### src/rtl/regfile_sc.sv
// regfile_sc: NREG x XLEN integer register file for the decode stage.
// Two combinational read ports, one write port, optional hard-wired zero
// entry, optional same-cycle write-to-read bypass. A clear engine zeroes one
// entry per cycle after reset or on a Clr_RF pulse; Busy_RF holds off the
// pipeline while the sweep runs.
//
// Ports:
//   clk        rising-edge clock
//   rst        synchronous active-high reset (restarts the sweep)
//   Clr_RF     one-cycle pulse, starts a clear sweep from IDLE
//   RAddr1_RF  read address, port 1
//   RAddr2_RF  read address, port 2
//   WAddr_RF   write address
//   WrEn_RF    write enable
//   WD_RF      write data
//   RD1_RF     read data, port 1 (0 during reset and sweep)
//   RD2_RF     read data, port 2 (0 during reset and sweep)
//   Busy_RF    clear sweep in progress (registered)
//
// state | meaning
// IDLE  | normal operation, reads and writes accepted
// CLEAR | sweeping entry[cnt] to 0, writes dropped, reads forced to 0
module regfile_sc #(
  parameter int XLEN     = 32,
  parameter int AW       = 5,
  parameter int ZERO_REG = 1,
  parameter int BYPASS   = 1
) (
  input  logic            clk,
  input  logic            rst,
  input  logic            Clr_RF,
  input  logic [AW-1:0]   RAddr1_RF,
  input  logic [AW-1:0]   RAddr2_RF,
  input  logic [AW-1:0]   WAddr_RF,
  input  logic            WrEn_RF,
  input  logic [XLEN-1:0] WD_RF,
  output logic [XLEN-1:0] RD1_RF,
  output logic [XLEN-1:0] RD2_RF,
  output logic            Busy_RF
);

  localparam int NREG = 1 << AW;

  typedef enum logic {
    IDLE  = 1'b0,
    CLEAR = 1'b1
  } state_t;

  state_t          state_q, state_d;
  logic [AW-1:0]   cnt_q, cnt_d;
  logic [XLEN-1:0] mem_q [NREG];

  logic            wr_en;
  logic [AW-1:0]   wr_addr;
  logic [XLEN-1:0] wr_data;
  logic            bypass_ok;

  always_comb begin
    state_d = state_q;
    cnt_d   = cnt_q;
    wr_en   = 1'b0;
    wr_addr = WAddr_RF;
    wr_data = WD_RF;
    unique case (state_q)
      CLEAR: begin
        // The sweep shares the single write port with writeback.
        wr_en   = 1'b1;
        wr_addr = cnt_q;
        wr_data = '0;
        cnt_d   = cnt_q + 1'b1;
        if (cnt_q == AW'(NREG - 1)) state_d = IDLE;
      end
      default: begin
        if (Clr_RF) begin
          state_d = CLEAR;
          cnt_d   = '0;
        end else if (WrEn_RF && !(ZERO_REG != 0 && WAddr_RF == '0)) begin
          wr_en = 1'b1;
        end
      end
    endcase
  end

  always_ff @(posedge clk) begin
    if (rst) begin
      state_q <= CLEAR;
      cnt_q   <= '0;
    end else begin
      state_q <= state_d;
      cnt_q   <= cnt_d;
      if (wr_en) mem_q[wr_addr] <= wr_data;
    end
  end

  // Forwarding is suppressed when Clr_RF wins over the same-cycle write.
  assign bypass_ok = (BYPASS != 0) && WrEn_RF && !Clr_RF;

  always_comb begin
    RD1_RF = '0;
    if (!rst && state_q == IDLE) begin
      if (ZERO_REG != 0 && RAddr1_RF == '0)         RD1_RF = '0;
      else if (bypass_ok && WAddr_RF == RAddr1_RF)  RD1_RF = WD_RF;
      else                                          RD1_RF = mem_q[RAddr1_RF];
    end
  end

  always_comb begin
    RD2_RF = '0;
    if (!rst && state_q == IDLE) begin
      if (ZERO_REG != 0 && RAddr2_RF == '0)         RD2_RF = '0;
      else if (bypass_ok && WAddr_RF == RAddr2_RF)  RD2_RF = WD_RF;
      else                                          RD2_RF = mem_q[RAddr2_RF];
    end
  end

  assign Busy_RF = (state_q == CLEAR);

endmodule

### config.mk
export PLATFORM = sky130hd
export DESIGN_NAME = regfile_sc
export DESIGN_NICKNAME = d
export VERILOG_FILES = /design/src/rtl/regfile_sc.sv
export SDC_FILE = /design/constraint.sdc
export NUM_CORES = 1
export LEC_CHECK = 0
export CAP_MARGIN = 0
export CORE_UTILIZATION = 55
export CTS_CLUSTER_DIAMETER = 30
export DETAILED_ROUTE_END_ITERATION = 10
export HOLD_SLACK_MARGIN = 0.15
export MAX_ROUTING_LAYER = met4
export PLACE_DENSITY = 0.74
export SYNTH_ARGS = -nofsm -noshare
export SYNTH_HDL_FRONTEND = slang
export SYNTH_SLANG_ARGS = --single-unit
### constraint.sdc
create_clock -name clk -period 5.2 [get_ports clk]
set_input_delay 1.56 -clock clk [delete_from_list [all_inputs] [get_ports clk]]
set_output_delay 1.56 -clock clk [all_outputs]
set_load 0.005 [all_outputs]
* Yosys cells after proc, flatten, opt, wreduce, memory -nomap -nowiden *
Memory sizes are Yosys's and may differ from the RTL's.
Index checks and enable logic that the tools add are counted.

word-level totals
  register bits = 6
  bits in latches = 0
  memory bits (writable) = 1,024
  ROM bits = 0
  bits of input ports = 51
  output and inout bits = 65
  logic and storage cells = 39
  memories = 1

memories
  memory  depth  bits a word  read ports  clocked after Yosys merged registers in  wr ports  RTL line  RTL
  mem_q   32     32           2           0                                        1         51        logic [XLEN-1:0] mem_q [NREG];

cells by class
  add/subtract/negate cells = 1
  multipliers = 0
  div/mod/pow operators = 0
  order comparisons = 0
  equal/unequal tests = 3
  shift operators = 0
  muxes and demuxes = 19
  bitwise logic cells = 1
  reductions and logical operators = 12

operators by type and width
  cell                                                           number
  32-bit 2-to-1 mux                                              7
  5-bit logical NOT                                              3
  5-bit 2-to-1 mux                                               3
  5-bit equality test                                            2
  1-bit 2-to-1 mux                                               9
  5-bit by 1-bit adder with 5-bit output, second input constant  1
  5-bit equality test, second input constant                     1
  1-bit logical AND                                              5
  1-bit logical NOT                                              3
  2-bit nonzero test                                             1
  1-bit NOT                                                      1

* Depth between registers and ports, before layout *
Gate-level depths: netlist of the first run.

  depth in word-level cells = 9
  depth in mapped cells = 9
  gate-level depth less buffers = 5

* Least setup slack after synthesis of the first run *
No wires, ideal clock.

  kind = input-to-output
  start point = input RAddr1_RF[0]
  end point = output RD1_RF[18]
  arrival time = 3,045 ps
  data required time = 3,640 ps
  path slack = 595 ps
  stages on the path = 6
  path buffers = 2
  cells stage by stage = buf_4 -> buf_2 -> mux4_2 -> a22o_1 -> a221oi_1 -> a211oi_1

between the ends
  longest elaborated chain between the ends = 5
  elaborated cells between the ends (all ways) = 7
  those cells by class = 1 x eq/ne; 3 x mux; 2 x reduce/logical; 1 x memory

RTL lines
  element                                                          RTL line  RTL
  start, declared                                                  32        input logic [AW-1:0] RAddr1_RF,
  branches (longest 3 deep; another with memory read 32 x 32 bit)  --
  32-bit 2-to-1 mux (*)                                            101       if (ZERO_REG != 0 && RAddr1_RF == '0) RD1_RF = '0;
  32-bit 2-to-1 mux (*)                                            100       if (!rst && state_q == IDLE) begin
  end, declared                                                    37        output logic [XLEN-1:0] RD1_RF,

Mark *: on every way between the ends.

* Final worst setup path of the first run *
  start point = input RAddr2_RF[0]
  end point = output RD2_RF[16]

between the ends
  longest elaborated chain between the ends = 5
  elaborated cells between the ends (all ways) = 7
  those cells by class = 1 x eq/ne; 3 x mux; 2 x reduce/logical; 1 x memory

RTL lines
  element                                                          RTL line  RTL
  start, declared                                                  33        input logic [AW-1:0] RAddr2_RF,
  branches (longest 3 deep; another with memory read 32 x 32 bit)  --
  32-bit 2-to-1 mux (*)                                            110       if (ZERO_REG != 0 && RAddr2_RF == '0) RD2_RF = '0;
  32-bit 2-to-1 mux (*)                                            109       if (!rst && state_q == IDLE) begin
  end, declared                                                    38        output logic [XLEN-1:0] RD2_RF,

Marked as above.

==> results of run 1 <==
==> how the worst max path moves through the flow <==
stage | from | end | cells past startpoint
3_3_place_gp | RAddr1_RF[2] | RD1_RF[15] | 10
3_5_place_dp | RAddr2_RF[3] | RD2_RF[26] | 9
2_1_floorplan | RAddr1_RF[0] | RD1_RF[18] | 6
6_report | RAddr2_RF[0] | RD2_RF[16] | 11
5_1_grt | RAddr2_RF[0] | RD2_RF[31] | 9
4_1_cts | RAddr1_RF[0] | RD1_RF[23] | 8
==> metrics by stage <==
stage | util [%] | area [µm²] | power [mW]
after floorplan | - | 49000 | 10.2
after global placement | 62.7 | 55400 | 10.9
after detailed placement | 62.7 | 55400 | 10.9
after CTS | 72.1 | 63700 | 23.1
after global routing | 72.3 | 63900 | 23.6
final | 72.3 | 63900 | 23.2
==> sequential cells by signal, summed over array words and instances, names as in the netlist <==
register	cells
Busy_RF	1
cnt_q	5
mem_q	1024
==> cell usage after synthesis (3+ instances only) <==
cell type / number
sky130_fd_sc_hd__edfxtp_1: 1024
sky130_fd_sc_hd__mux4_2: 384
sky130_fd_sc_hd__mux2i_1: 194
sky130_fd_sc_hd__mux2_2: 130
sky130_fd_sc_hd__a221oi_1: 95
sky130_fd_sc_hd__nor2_1: 83
sky130_fd_sc_hd__buf_2: 77
sky130_fd_sc_hd__clkbuf_1: 73
sky130_fd_sc_hd__o21ai_0: 72
sky130_fd_sc_hd__a211oi_1: 69
sky130_fd_sc_hd__o22ai_1: 64
sky130_fd_sc_hd__a22o_1: 44
sky130_fd_sc_hd__a22oi_1: 40
sky130_fd_sc_hd__buf_4: 40
sky130_fd_sc_hd__nor2b_1: 40
sky130_fd_sc_hd__nand2_1: 38
sky130_fd_sc_hd__buf_6: 25
sky130_fd_sc_hd__a211oi_2: 22
sky130_fd_sc_hd__and3_1: 21
sky130_fd_sc_hd__a311oi_1: 20
sky130_fd_sc_hd__o21ai_1: 15
sky130_fd_sc_hd__a221oi_2: 13
sky130_fd_sc_hd__a21oi_1: 8
sky130_fd_sc_hd__xor2_1: 8
sky130_fd_sc_hd__clkbuf_2: 6
sky130_fd_sc_hd__dfxtp_1: 6
sky130_fd_sc_hd__buf_1: 5
sky130_fd_sc_hd__and2_1: 4
sky130_fd_sc_hd__nand3b_1: 3
sky130_fd_sc_hd__nor3_1: 3
==> worst max-delay path: stages <==
cell                            delay, ns
sky130_fd_sc_hd__bufbuf_16           0.27
sky130_fd_sc_hd__buf_16              0.15
sky130_fd_sc_hd__xor2_2              0.15
sky130_fd_sc_hd__nor4_4              0.22
sky130_fd_sc_hd__buf_6               0.15
sky130_fd_sc_hd__buf_4               0.13
sky130_fd_sc_hd__nand2_8             0.11
sky130_fd_sc_hd__buf_12              0.18
sky130_fd_sc_hd__o21ai_0             0.28
sky130_fd_sc_hd__a211oi_2            0.11
sky130_fd_sc_hd__dlygate4sd2_1       0.30
==> area by class of cell <==
type	count	area, µm²
Antenna cell	6	15.0
Timing Repair Buffer	656	7040
Sequential cell	1030	30900
Tap cell	1165	1460
Clock buffer	183	4350
Multi-Input combinational cell	1397	18300
Clock inverter	139	1880
Inverter	2	7.51
Fill cell	4924	24500
==> routing by layer <==
layer	global-route usage [%]	vias up	wire, µm
met5	-	-	0
met4	20.9	0	10600
met3	9.93	687	21700
met2	57.9	2779	77700
met1	47.4	16874	56000
li1	-	12738	-
==> power breakdown <==
group          internal (mW)  switching [mW]
combinational          0.961            1.04
clock                   7.70            4.38
sequential              9.06          0.0244
==> repair_timing <==
item,CTS,global route
setup buffers,52,3
gates cloned,14,0
pin swaps,43,17
endpoints found under the setup margin,64,35
gates resized for setup,310,61
==> cells by family after synthesis <==
kind of cell	synth area share, %
flops	63.0
mux	24.6
compound gates	7.37
buf+inv	2.68
simple gates	2.11
xor+xnor	0.179
fa+ha+maj	0.0511
==> metrics, run 1 <==
outcome=complete, but fails checks; violated checks=setup timing; sequential area share after synthesis=63.0%; unrepaired setup endpoints after global routing=true; number of enable flip-flop cells after synthesis=1,024; number of DRC violations after detailed-routing iteration 0=4,464; setup slack on the worst flop-to-flop path=1.63 ns; clock tree from TritonCTS=done; time the worst path needs with I/O delays and setup=5.21 ns; cell count of the worst reg-to-reg path=6; deepest clock path buffer count=3; critical-path maximum fanout=12; synthesized instance count=2,655; via density per instance=7.23; average wire length per cell after detail routing=36.2 µm; Clock Skew=0.0231 ns; post-route clock period utilization=100%; worst-case headroom to the max-slew limit=4.93%; antenna-violating nets left=0; placed cells=4,182; port buffer count=115; total clock buffers created by CTS=171; synthesized area per cell=18.5 µm²; largest net degree at the start of global routing=45; number of top-level pins=116; total number of nets in the final design=3,311; number of global-route vias before repair=34,513; starting density of the core=55.4%; endpoint with the worst hold slack=cnt_q[0]; highest ir drop seen on vdd=0.000285 V; leakage=22.3 nW; Clock Sink Count=1,030; Worst Hold Depth=2; number of vias in the routed layout=33,078; number of remaining DRC errors=0; number of antenna violations at the first check in global routing=3; worst setup slack before clock tree synthesis=-0.645 ns; width of the die=300 µm; DP Wirelength=100,000 µm; Power Dens Cells=362 mW/mm²; drt total wl=166,000 µm; portion of synthesized cell area occupied by the leading cell type=62.8%; biggest area consumer among synthesized cells=sky130_fd_sc_hd__edfxtp_1; Mapped Nets=2,708; Final TNS setup=-0.0206 ns; Hold Crit Start=cnt_q[0]; Layout Area Growth over Synthesis=30.5%; Worst Setup Start Kind=input port; required time reported for the critical path endpoint=3.64 ns; PnR worst setup slack=-0.0106 ns; ranking of synthesized cells by area=sky130_fd_sc_hd__edfxtp_1 (63%), sky130_fd_sc_hd__mux4_2 (18%), sky130_fd_sc_hd__mux2i_1 (4.0%); kind of critical path=input port to output pin; critical path arrival=3.65 ns; worst flop-to-flop path startpoint=Busy_RF; most frequent cells in the layout=sky130_fd_sc_hd__edfxtp_1 (1,024), sky130_fd_sc_hd__buf_4 (399), sky130_fd_sc_hd__mux4_2 (384); first drt pass iteration count=6; YS warnings=0; combined global-route utilization of all metal layers=38.3%; commonest register cell after synthesis=sky130_fd_sc_hd__edfxtp_1; final weighted congestion in routability-driven placement=0.943; remaining global-route overflow=0; Critical Path Sink Type=output pin; register bit count reported by yosys=1,030; max-cap check violation count=0; Clock Pin Slew Worst Setup and Hold Paths=0.04 ns; share of flip-flops with an asynchronous set or reset after synthesis=0%; number of placement rows=109; Hold Slack=0.537 ns; Fmax achieved=192 MHz; CTS Root Cell=sky130_fd_sc_hd__clkbuf_16; Max H-tree Level=4; die height=300 µm; fraction of final layout cells with drive strength greater than 1=47.8%; end of the worst register-to-register path=mem_q[14][16]; clock insertion delay at the later pin of the skew report=0.77 ns; Setup violations, final=2; number of buffers added to fix hold violations after cts=0; area inside the core boundary=0.0884 mm²; number of pins exceeding their max-slew limit in the final report=0; post-synthesis cell type count=51; most common cell after layout, fill and taps aside=sky130_fd_sc_hd__edfxtp_1; path class of the lowest-slack min-delay path=register to register; mapped cell area=0.0490 mm²; wire length of the first global-routing pass=237,000 µm; final hold vios=0; overall die area=0.0903 mm²; worst-margin pin slew=1.42 ns; Non-Filler Instances=4,578
Power figures use the tool's default switching activity.
==> run 2, diff against run 1 <==
--- a/config.mk
+++ b/config.mk
@@ -6,6 +6,7 @@
 export NUM_CORES = 1
 export LEC_CHECK = 0
 export CAP_MARGIN = 0
+export CORE_ASPECT_RATIO = 0.5
 export CORE_UTILIZATION = 55
 export CTS_CLUSTER_DIAMETER = 30
 export DETAILED_ROUTE_END_ITERATION = 10
==> metrics, run 2 (synthesis results as in run 1) <==
most common cell after layout, fill and taps aside=sky130_fd_sc_hd__edfxtp_1; via density per instance=7.24 (+0.19%); Reg with most FFs=mem_q; worst flop-to-flop path startpoint=Busy_RF; Finished Cell Area=0.0628 mm² (-1.8%); deepest clock path buffer count=3 (unchanged); number of vias in the routed layout=32,959 (-0.36%); leakage=21.7 nW (-2.5%); highest ir drop seen on vdd=0.000342 V (+20%); fraction of final layout cells with drive strength greater than 1=47.9% (about the same); PnR worst setup slack=-0.0318 ns (-0.0211 ns); path class of the lowest-slack min-delay path=register to register; fillcell total=4,909 (-0.30%); Total Power=20.8 mW (-10%); Critical Path Sink Type=output pin; number of DRC violations after detailed-routing iteration 0=5,470 (+23%); placed inst area=0.0556 mm² (+0.38%); Final TNS setup=-0.0483 ns (-0.0277 ns); Top delay family on crit path=buffers and inverters; final hold vios=0 (unchanged); post-route clock period utilization=101% (+0.41 points); Setup violations, final=4 (+2); width of the die=424 µm (+41%); Worst Hold Depth=2 (unchanged); critical path arrival=3.67 ns (+0.02 ns); area inside the core boundary=0.0871 mm² (-1.4%); worst-case headroom to the max-slew limit=2.88% (-2.1 points); first drt pass iteration count=5 (-1); endpoint with the worst hold slack=cnt_q[0]; required time reported for the critical path endpoint=3.64 ns (about the same); average wire length per cell after detail routing=36.3 µm (+0.22%); clock tree from TritonCTS=done; time the worst path needs with I/O delays and setup=5.23 ns (+0.0211 ns); final weighted congestion in routability-driven placement=0.994 (+5.3%); Clock Sink Count=1,030 (unchanged); worst-margin pin slew=1.45 ns (+0.0306 ns); number of antenna violations at the first check in global routing=5 (+2); cell count of the worst reg-to-reg path=6 (unchanged); placed cells=4,218 (+0.86%); Clock Pin Slew Worst Setup and Hold Paths=0.05 ns (about the same); kind of critical path=input port to output pin; number of placement rows=76 (-30%); Fmax achieved=191 MHz (-0.40%); fin util=72.1% (-0.24 points); unrepaired setup endpoints after global routing=true; violated checks=setup timing; max-cap check violation count=0 (unchanged); overall die area=0.0904 mm² (about the same); number of global-route vias before repair=33,126 (-4.0%); end of the worst register-to-register path=mem_q[12][12]; port buffer count=115 (unchanged); slowest CP cell=sky130_fd_sc_hd__nor2_4; setup slack on the worst flop-to-flop path=2.22 ns (+0.59 ns); number of top-level pins=116 (unchanged); Hold Slack=0.537 ns (+0.000567 ns); starting density of the core=56.2% (+0.81 points); CTS Root Cell=sky130_fd_sc_hd__clkbuf_16; number of remaining DRC errors=0 (unchanged); drt total wl=165,000 µm (-0.33%); critical-path maximum fanout=8 (-4); max FFs per register=1,024 (unchanged); total clock buffers created by CTS=137 (-20%); DP Wirelength=101,000 µm (+1.1%); Max H-tree Level=4 (unchanged); largest net degree at the start of global routing=35 (-22%); die height=213 µm (-29%); Hold Crit Start=cnt_q[0]; outcome=complete, but fails checks; Clock Skew=0.0323 ns (+0.00919 ns); Non-Filler Instances=4,553 (-0.55%); total number of nets in the final design=3,324 (+0.39%); cell chain of the critical path=buf_16 > buf_8 > nor2_4 > buf_12 > buf_12 > buf_4 > a221oi_1 > buf_4 > a211oi_4 > a211oi_2 > dlygate4sd2_1; most frequent cells in the layout=sky130_fd_sc_hd__edfxtp_1 (1,024), sky130_fd_sc_hd__buf_4 (432), sky130_fd_sc_hd__mux4_2 (384); number of buffers added to fix hold violations after cts=0 (unchanged); combined global-route utilization of all metal layers=37.8% (-0.46 points); worst setup slack before clock tree synthesis=-1.00 ns (-0.357 ns); antenna-violating nets left=0 (unchanged); Power Dens Cells=331 mW/mm² (-8.8%); number of pins exceeding their max-slew limit in the final report=0 (unchanged); highest cell delay on the worst timing path=0.45 ns (+0.15 ns); Layout Area Growth over Synthesis=28.2%; clock insertion delay at the later pin of the skew report=0.75 ns (-0.02 ns); remaining global-route overflow=0 (unchanged); Worst Setup Start Kind=input port; WP buf/inv=7 (+1); wire length of the first global-routing pass=233,000 µm (-2.1%)
## run 2: cell types whose count changed in the layout (fill, tap and decap cells not counted), moves of 12 or more
| cell | delta |
|---|---|
| sky130_fd_sc_hd__buf_4 | +33 |
| sky130_fd_sc_hd__a221oi_1 | +31 |
| sky130_fd_sc_hd__clkbuf_16 | -26 |
| sky130_fd_sc_hd__a221oi_2 | -25 |
| sky130_fd_sc_hd__a211oi_4 | +24 |
| sky130_fd_sc_hd__nor2b_1 | -18 |
| sky130_fd_sc_hd__bufinv_16 | -15 |
| sky130_fd_sc_hd__nor2b_2 | +15 |
| sky130_fd_sc_hd__a211oi_2 | -14 |
| sky130_fd_sc_hd__o21ai_0 | +12 |
## run 2: worst max path at each step
stage	cells after the start	slack, ns	to	startpoint
3_3_place_gp	7	-1.02	RD1_RF[1]	RAddr1_RF[2]
2_1_floorplan	6	0.60	RD1_RF[18]	RAddr1_RF[0]
3_5_place_dp	7	-1.00	RD1_RF[1]	RAddr1_RF[2]
6_report	11	-0.03	RD2_RF[7]	RAddr2_RF[0]
4_1_cts	8	-0.12	RD1_RF[19]	RAddr1_RF[0]
5_1_grt	11	-0.03	RD2_RF[4]	RAddr2_RF[0]
## run 2: repair_timing
action | in CTS | in global routing
pin swaps | 49 | 36
endpoints found under the setup margin | 64 | 49
setup buffers | 47 | 31
resized for setup | 319 | 109
gates cloned | 12 | 3
## run 2: cell type report
class                   count  area, µm²  area share, %
flip-flops and latches   1030      30900           49.2
clock inverters            86        957           1.52
multi-input cells        1397      18400           29.4
clock buffers             159       3660           5.83
diodes                      6       15.0         0.0239
inverters                   2       7.51         0.0120
well taps                1170       1460           2.33
repair buffers            703       7390           11.8
## run 2: per-layer routing
layer  global-route usage (%)  vias up  wire (µm)
met5                        -        -          0
met4                     16.1        0       7160
met3                     14.7      508      27700
met2                     54.0     2944      73500
met1                     48.4    16802      57100
li1                         -    12705          -
## run 2: power breakdown
| group | switching, mW | internal (mW) | total (mW) |
|---|---|---|---|
| Combinational | 1.10 | 1.01 | 2.11 |
| Clock | 3.74 | 5.83 | 9.57 |
| Sequential | 0.0243 | 9.05 | 9.08 |
| Total | 4.86 | 15.9 | 20.8 |
## run 2: worst reg2reg max path: cells and delay by family, from the launching register on
kind                   cells  cell delay, ns
AOI/OAI and AO/OA          1            0.23
DFF                        1            0.54
buffers and inverters      1            0.42
and+or+nand+nor            4            1.40
